**config.mk**
```make
export PLATFORM = sky130hd
export DESIGN_NAME = divider_scheduler
export DESIGN_NICKNAME = d
export VERILOG_FILES = /design/src/rtl/divider_scheduler.sv
export SDC_FILE = /design/constraint.sdc
export NUM_CORES = 1
export LEC_CHECK = 0
export ABC_AREA = 0
export BUFFER_PORTS_ARGS = -buffer_cell sky130_fd_sc_hd__buf_4
export CAP_MARGIN = 20
export CORE_MARGIN = 1.5
export CORE_UTILIZATION = 40
export CTS_BUF_LIST = sky130_fd_sc_hd__clkbuf_8
export DETAILED_ROUTE_END_ITERATION = 10
export PLACE_DENSITY = 0.73
export SYNTH_ARGS = -nofsm -noshare
export SYNTH_HDL_FRONTEND = slang
export SYNTH_SLANG_ARGS = --single-unit
```
**constraint.sdc**
```tcl
create_clock -name CLK -period 4.1 [get_ports CLK]
set_input_delay 0.615 -clock CLK [delete_from_list [all_inputs] [get_ports CLK]]
set_output_delay 0.615 -clock CLK [all_outputs]
set_load 0.005 [all_outputs]
```
**src/rtl/divider_scheduler.sv**
```systemverilog
// Round-robin scheduler sharing one multi-cycle signed 21-bit divider among four requesters.
// Optional DIV_SCHED_ZERO_GUARD_EN: zero divisors are answered without occupying the divider.
module divider_scheduler #(
    parameter int LATENCY = 44
) (
    input  logic        CLK,
    input  logic        rst,
    input  logic [3:0]  req,
    input  logic [83:0] dividend_in,
    input  logic [83:0] divisor_in,
    output logic [3:0]  grant,
    output logic [3:0]  done,
    output logic [20:0] quotient_out,
    output logic        dz_flag,
    output logic        busy,
    output logic        div_open,
    output logic [20:0] div_dividend,
    output logic [20:0] div_divisor,
    input  logic [20:0] div_quotient
);

    typedef enum logic {IDLE, RUN} state_t;

    state_t      state_reg, state_next;
    logic [1:0]  winner_reg, winner_next;
    logic [1:0]  last_reg, last_next;
    logic [5:0]  count_reg, count_next;
    logic [20:0] op_dividend_reg, op_dividend_next;
    logic [20:0] op_divisor_reg, op_divisor_next;
    logic [3:0]  grant_reg, grant_next;
    logic [3:0]  done_reg, done_next;
    logic [20:0] quotient_reg, quotient_next;
    logic        dz_reg, dz_next;
`ifdef DIV_SCHED_ZERO_GUARD_EN
    logic        zpend_reg, zpend_next;
`endif

    logic [20:0] dividend_arr [4];
    logic [20:0] divisor_arr [4];
    logic [1:0]  arb_idx;
    logic [1:0]  arb_probe;
    logic        arb_found;

    generate
        for (genvar gi = 0; gi < 4; gi++) begin : g_unpack
            assign dividend_arr[gi] = dividend_in[21*gi +: 21];
            assign divisor_arr[gi]  = divisor_in[21*gi +: 21];
        end
    endgenerate

    // Search starts one past the last-served requester so every requester gets a turn.
    always_comb begin
        arb_found = 1'b0;
        arb_idx   = last_reg;
        arb_probe = last_reg;
        for (int i = 1; i <= 4; i++) begin
            arb_probe = last_reg + 2'(i);
            if (!arb_found && req[arb_probe]) begin
                arb_found = 1'b1;
                arb_idx   = arb_probe;
            end
        end
    end

    always_comb begin
        state_next       = state_reg;
        winner_next      = winner_reg;
        last_next        = last_reg;
        count_next       = count_reg;
        op_dividend_next = op_dividend_reg;
        op_divisor_next  = op_divisor_reg;
        grant_next       = 4'b0000;
        done_next        = 4'b0000;
        quotient_next    = quotient_reg;
        dz_next          = 1'b0;
`ifdef DIV_SCHED_ZERO_GUARD_EN
        zpend_next       = 1'b0;
`endif
        case (state_reg)
            IDLE: begin
`ifdef DIV_SCHED_ZERO_GUARD_EN
                if (zpend_reg) begin
                    // Saturated answer for x/0, delivered the cycle after grant.
                    done_next     = 4'(1) << winner_reg;
                    quotient_next = op_dividend_reg[20] ? 21'h100000 : 21'h0FFFFF;
                    dz_next       = 1'b1;
                    last_next     = winner_reg;
                end else
`endif
                if (arb_found) begin
                    winner_next      = arb_idx;
                    op_dividend_next = dividend_arr[arb_idx];
                    op_divisor_next  = divisor_arr[arb_idx];
                    grant_next       = 4'(1) << arb_idx;
                    count_next       = 6'd0;
`ifdef DIV_SCHED_ZERO_GUARD_EN
                    if (divisor_arr[arb_idx] == 21'd0) begin
                        zpend_next = 1'b1;
                    end else begin
                        state_next = RUN;
                    end
`else
                    state_next = RUN;
`endif
                end
            end
            RUN: begin
                count_next = count_reg + 6'd1;
                if (count_reg == 6'(LATENCY - 1)) begin
                    quotient_next = div_quotient;
                    done_next     = 4'(1) << winner_reg;
                    dz_next       = (op_divisor_reg == 21'd0);
                    last_next     = winner_reg;
                    count_next    = 6'd0;
                    state_next    = IDLE;
                end
            end
            default: state_next = IDLE;
        endcase
    end

    always_ff @(posedge CLK or posedge rst) begin
        if (rst) begin
            state_reg       <= IDLE;
            winner_reg      <= 2'd0;
            last_reg        <= 2'd3;
            count_reg       <= 6'd0;
            op_dividend_reg <= 21'd0;
            op_divisor_reg  <= 21'd0;
            grant_reg       <= 4'b0000;
            done_reg        <= 4'b0000;
            quotient_reg    <= 21'd0;
            dz_reg          <= 1'b0;
`ifdef DIV_SCHED_ZERO_GUARD_EN
            zpend_reg       <= 1'b0;
`endif
        end else begin
            state_reg       <= state_next;
            winner_reg      <= winner_next;
            last_reg        <= last_next;
            count_reg       <= count_next;
            op_dividend_reg <= op_dividend_next;
            op_divisor_reg  <= op_divisor_next;
            grant_reg       <= grant_next;
            done_reg        <= done_next;
            quotient_reg    <= quotient_next;
            dz_reg          <= dz_next;
`ifdef DIV_SCHED_ZERO_GUARD_EN
            zpend_reg       <= zpend_next;
`endif
        end
    end

    // Idle operands are 1/1 so the divider never evaluates 0/0.
    assign busy         = (state_reg == RUN);
    assign div_open     = busy;
    assign div_dividend = busy ? op_dividend_reg : 21'd1;
    assign div_divisor  = busy ? op_divisor_reg : 21'd1;
    assign grant        = grant_reg;
    assign done         = done_reg;
    assign quotient_out = quotient_reg;
    assign dz_flag      = dz_reg;

endmodule

```
==> insert_results.sql <==
INSERT INTO impl_metrics (metric_group, metric, value, unit) VALUES
('setup_path', 'critical-path-max-stage-delay', '0.65', 'ns'),
('timing', 'finalHoldWorstSlack', '0.274', 'ns'),
('yosys', 'synthesized_area_per_cell', '10.8', 'um2'),
('global_routing', 'antenna_found_initial', '0', ''),
('setup_path', 'crit_fanout', '14', ''),
('clocking', 'post-cts-setup-buffer-count', '0', ''),
('cells_and_area', 'layout-area-overhead-vs-synth', '51.2', '%'),
('timing', 'max_clock_freq', '0.424', 'GHz'),
('clocking', 'cts_root_buffer', 'clkbuf_8', ''),
('timing', 'worst_clk_skew', '0.0168', 'ns'),
('yosys', 'synth-seq-area-share', '45.8', '%'),
('cells_and_area', 'layout_commonest_cell', 'buf_4', ''),
('placed_design', 'place.port_buffers', '268', ''),
('setup_path', 'critPathKind', 'reg2reg', ''),
('setup_path', 'timing.critical_path.arrival', '2.60', 'ns'),
('clocking', 'tritoncts_clock_tree', 'built', ''),
('clocking', 'number_of_sinks_driven_by_the_clock_tree', '83', ''),
('setup_path', 'timing.critical_path.required', '4.34', 'ns'),
('global_routing', 'grt_first_pass_wirelength', '21300', 'um'),
('setup_path', 'reg_to_reg_setup_timing_slack', '1.74', 'ns'),
('timing', 'finalHoldViolations', '0', ''),
('yosys', 'synthDistinctLibCells', '34', ''),
('global_routing', 'grt-ovfl-total', '0', ''),
('placed_design', 'dp_hpwl', '10500', 'um'),
('floorplan', 'initial_core_util', '41.5', '%'),
('floorplan', 'core_area', '10900', 'um2'),
('yosys', 'synthesis.area', '4540', 'um2'),
('timing', 'final-setup-viol-count', '0', ''),
('setup_path', 'cpMaxStageDelayCell', 'nor2b_2', ''),
('clocking', 'max-clock-path-buffers', '2', ''),
('yosys', 'warning_count_from_the_yosys_run', '0', ''),
('status', 'run_status', 'finished clean', ''),
('detailed_routing', 'postRouteAntennaNets', '0', ''),
('detailed_routing', 'drc_errors', '0', ''),
('cells_and_area', 'finalNetCount', '869', ''),
('placed_design', 'finalWeightedCongestion', '0.799', ''),
('power', 'power.ir.vdd_worst', '0.406', 'mV'),
('floorplan', 'dieHeight', '110', 'um'),
('setup_path', 'r2r-start', 'count_reg[0]', ''),
('cells_and_area', 'most_used_cells_in_the_layout_excluding_fill_and_tap_cells', '273 x buf_4, 85 x mux2i_1, 81 x dfrtp_1', ''),
('setup_path', 'worstRegToRegCells', '6', ''),
('timing', 'worst-slew-pin-transition', '0.913', 'ns'),
('clocking', 'holdBufCountCts', '0', ''),
('timing', 'slew_headroom', '38.9', '%'),
('yosys', 'syn-num-nets', '615', ''),
('setup_path', 'cp_cell_sequence', 'ha_1 > nand2_1 > nor3b_1 > nor2b_2 > buf_8 > mux2_2', ''),
('detailed_routing', 'drt_pass1_iterations', '4', ''),
('detailed_routing', 'route.final.wire_length', '14000', 'um'),
('worst_hold_path', 'holdCritPathClass', 'in2async', ''),
('setup_path', 'end_kind', 'flip-flop', ''),
('flow_run', 'max_cap_viol_count', '0', ''),
('yosys', 'syn_inst', '419', ''),
('clocking', 'ctsResizeCount', '0', ''),
('floorplan', 'die_w', '110', 'um'),
('clocking', 'clock_insertion_delay_worst_skew', '0.36', 'ns'),
('timing', 'tns', '0', 'ns'),
('power', 'leakagePower', '0.00362', 'uW'),
('clocking', 'number_of_buffers_inserted_during_clock_tree_synthesis', '9', ''),
('timing', 'fin_crit', '2.36', 'ns'),
('clocking', 'clkSlewWorstSetupHoldPaths', '0.08', 'ns'),
('floorplan', 'rows', '38', ''),
('global_routing', 'grtUsageTotal', '23.3', '%'),
('detailed_routing', 'routedWlPerCell', '17.1', 'um'),
('detailed_routing', 'dr.first_iter.drc_count', '178', ''),
('cells_and_area', 'n_antenna_cell', '0', ''),
('global_routing', 'via_count_of_the_first_global_routing_pass', '4350', ''),
('timing', 'grt_setup_unrepaired', 'no', ''),
('timing', 'fin_max_slew_vios', '0', ''),
('detailed_routing', 'vias_per_cell', '5.13', ''),
('detailed_routing', 'num_vias', '4199', ''),
('yosys', 'postSynthRegisterBits', '83', ''),
('cells_and_area', 'post_route_cells_drive_above_1_share', '47.1', '%'),
('power', 'p_per_area', '578', 'nW/um2'),
('clocking', 'ctsHtreeMaxLevel', '3', ''),
('setup_path', 'worstSetupStartpointType', 'flip-flop', ''),
('floorplan', 'floorplan.io_pins', '269', ''),
('timing', 'timing.final.crit_share', '57.6', '%'),
('setup_path', 'timing.rr.end', 'quotient_out[2]', ''),
('floorplan', 'die_area', '12000', 'um2'),
('global_routing', 'pin_count_of_the_biggest_net_entering_global_routing', '58', '');
==> cell type report <==
type	count	area, um2
fill	920	4070
sequential	83	2080
clock buffer	10	138
tap	140	175
timing repair buffer	275	2080
multi-input combinational	300	2280
inverter	4	16.3
clock inverter	6	88.8
==> metal layers <==
metal	share of wire [%]	GRT usage, %
met5	0	0
met3	5.9	4.74
met4	1.5	7.70
met1	38	27.1
met2	55	42.4
==> stage by stage <==
stage               instances  cell area [um2]  worst slack [ns]  total power (uW)  utilization, %
floorplan                 419             4540              1.35              2480               -
global placement          800             6600              1.64              3270            60.4
detailed placement        801             6620              1.47              3330            60.5
CTS                       817             6840              1.73              4010            62.6
global route              818             6860              1.54              4240            62.7
finish                    818             6860              1.74              3970            62.7
==> synth_stat cells <==
library cell,number,share of area [%]
a21o_1,2,0.33
a21oi_1,2,0.22
a22o_1,2,0.39
a22oi_1,1,0.17
a31oi_1,1,0.14
and2_1,40,5.5
and3_1,3,0.41
and3b_1,1,0.19
and4_1,1,0.19
buf_2,13,1.4
buf_4,8,1.3
buf_8,2,0.66
clkbuf_1,9,0.74
dfrtp_1,81,45
dfstp_2,2,1.2
ha_1,1,0.28
inv_1,4,0.33
mux2_2,21,5.2
mux2i_1,85,19
nand2_1,59,4.9
nand2b_1,3,0.41
nand3_1,3,0.33
nor2_1,7,0.58
nor2b_1,3,0.41
nor3_1,2,0.22
nor3b_1,2,0.33
nor4_1,5,0.69
o21ai_0,8,0.88
o221ai_1,43,8.3
o31a_1,1,0.19
o31ai_1,1,0.17
or2_2,1,0.14
or4_1,1,0.17
xor2_1,1,0.19
==> critical path: cells and delay by family (launching register included) <==
kind | cells | cell delay (ns)
buffers and inverters | 1 | 0.24
adder cells (fa/ha/maj) | 1 | 0.22
AND/OR/NAND/NOR | 3 | 1.05
multiplexers | 1 | 0.35
flip-flops | 1 | 0.39
==> how the worst max path moves through the flow <==
stage	from	endpoint	slack, ns	cells past startpoint
floorplan	rst	busy	1.35	1
global placement	req[1]	op_divisor_reg[17]	1.64	5
detailed placement	req[1]	op_dividend_reg[16]	1.47	5
CTS	count_reg[0]	quotient_out[2]	1.73	6
finish	count_reg[0]	quotient_out[2]	1.74	6
global route	count_reg[0]	quotient_out[4]	1.54	6
==> where the power goes <==
| group | switching (uW) | internal (uW) |
|---|---|---|
| combinational | 816 | 1080 |
| clock | 304 | 361 |
| sequential | 245 | 1160 |
| total | 1370 | 2600 |
==> logic make-up after synthesis <==
| family | after synthesis | synth area share [%] |
|---|---|---|
| AND/OR/NAND/NOR | 131 | 14.5 |
| multiplexers | 106 | 24.0 |
| flip-flops | 83 | 45.8 |
| AO/OA/AOI/OAI | 61 | 10.8 |
| buffers and inverters | 36 | 4.49 |
| XOR/XNOR | 1 | 0.193 |
| adder cells (fa/ha/maj) | 1 | 0.276 |
(Power assumes the default switching activity.)
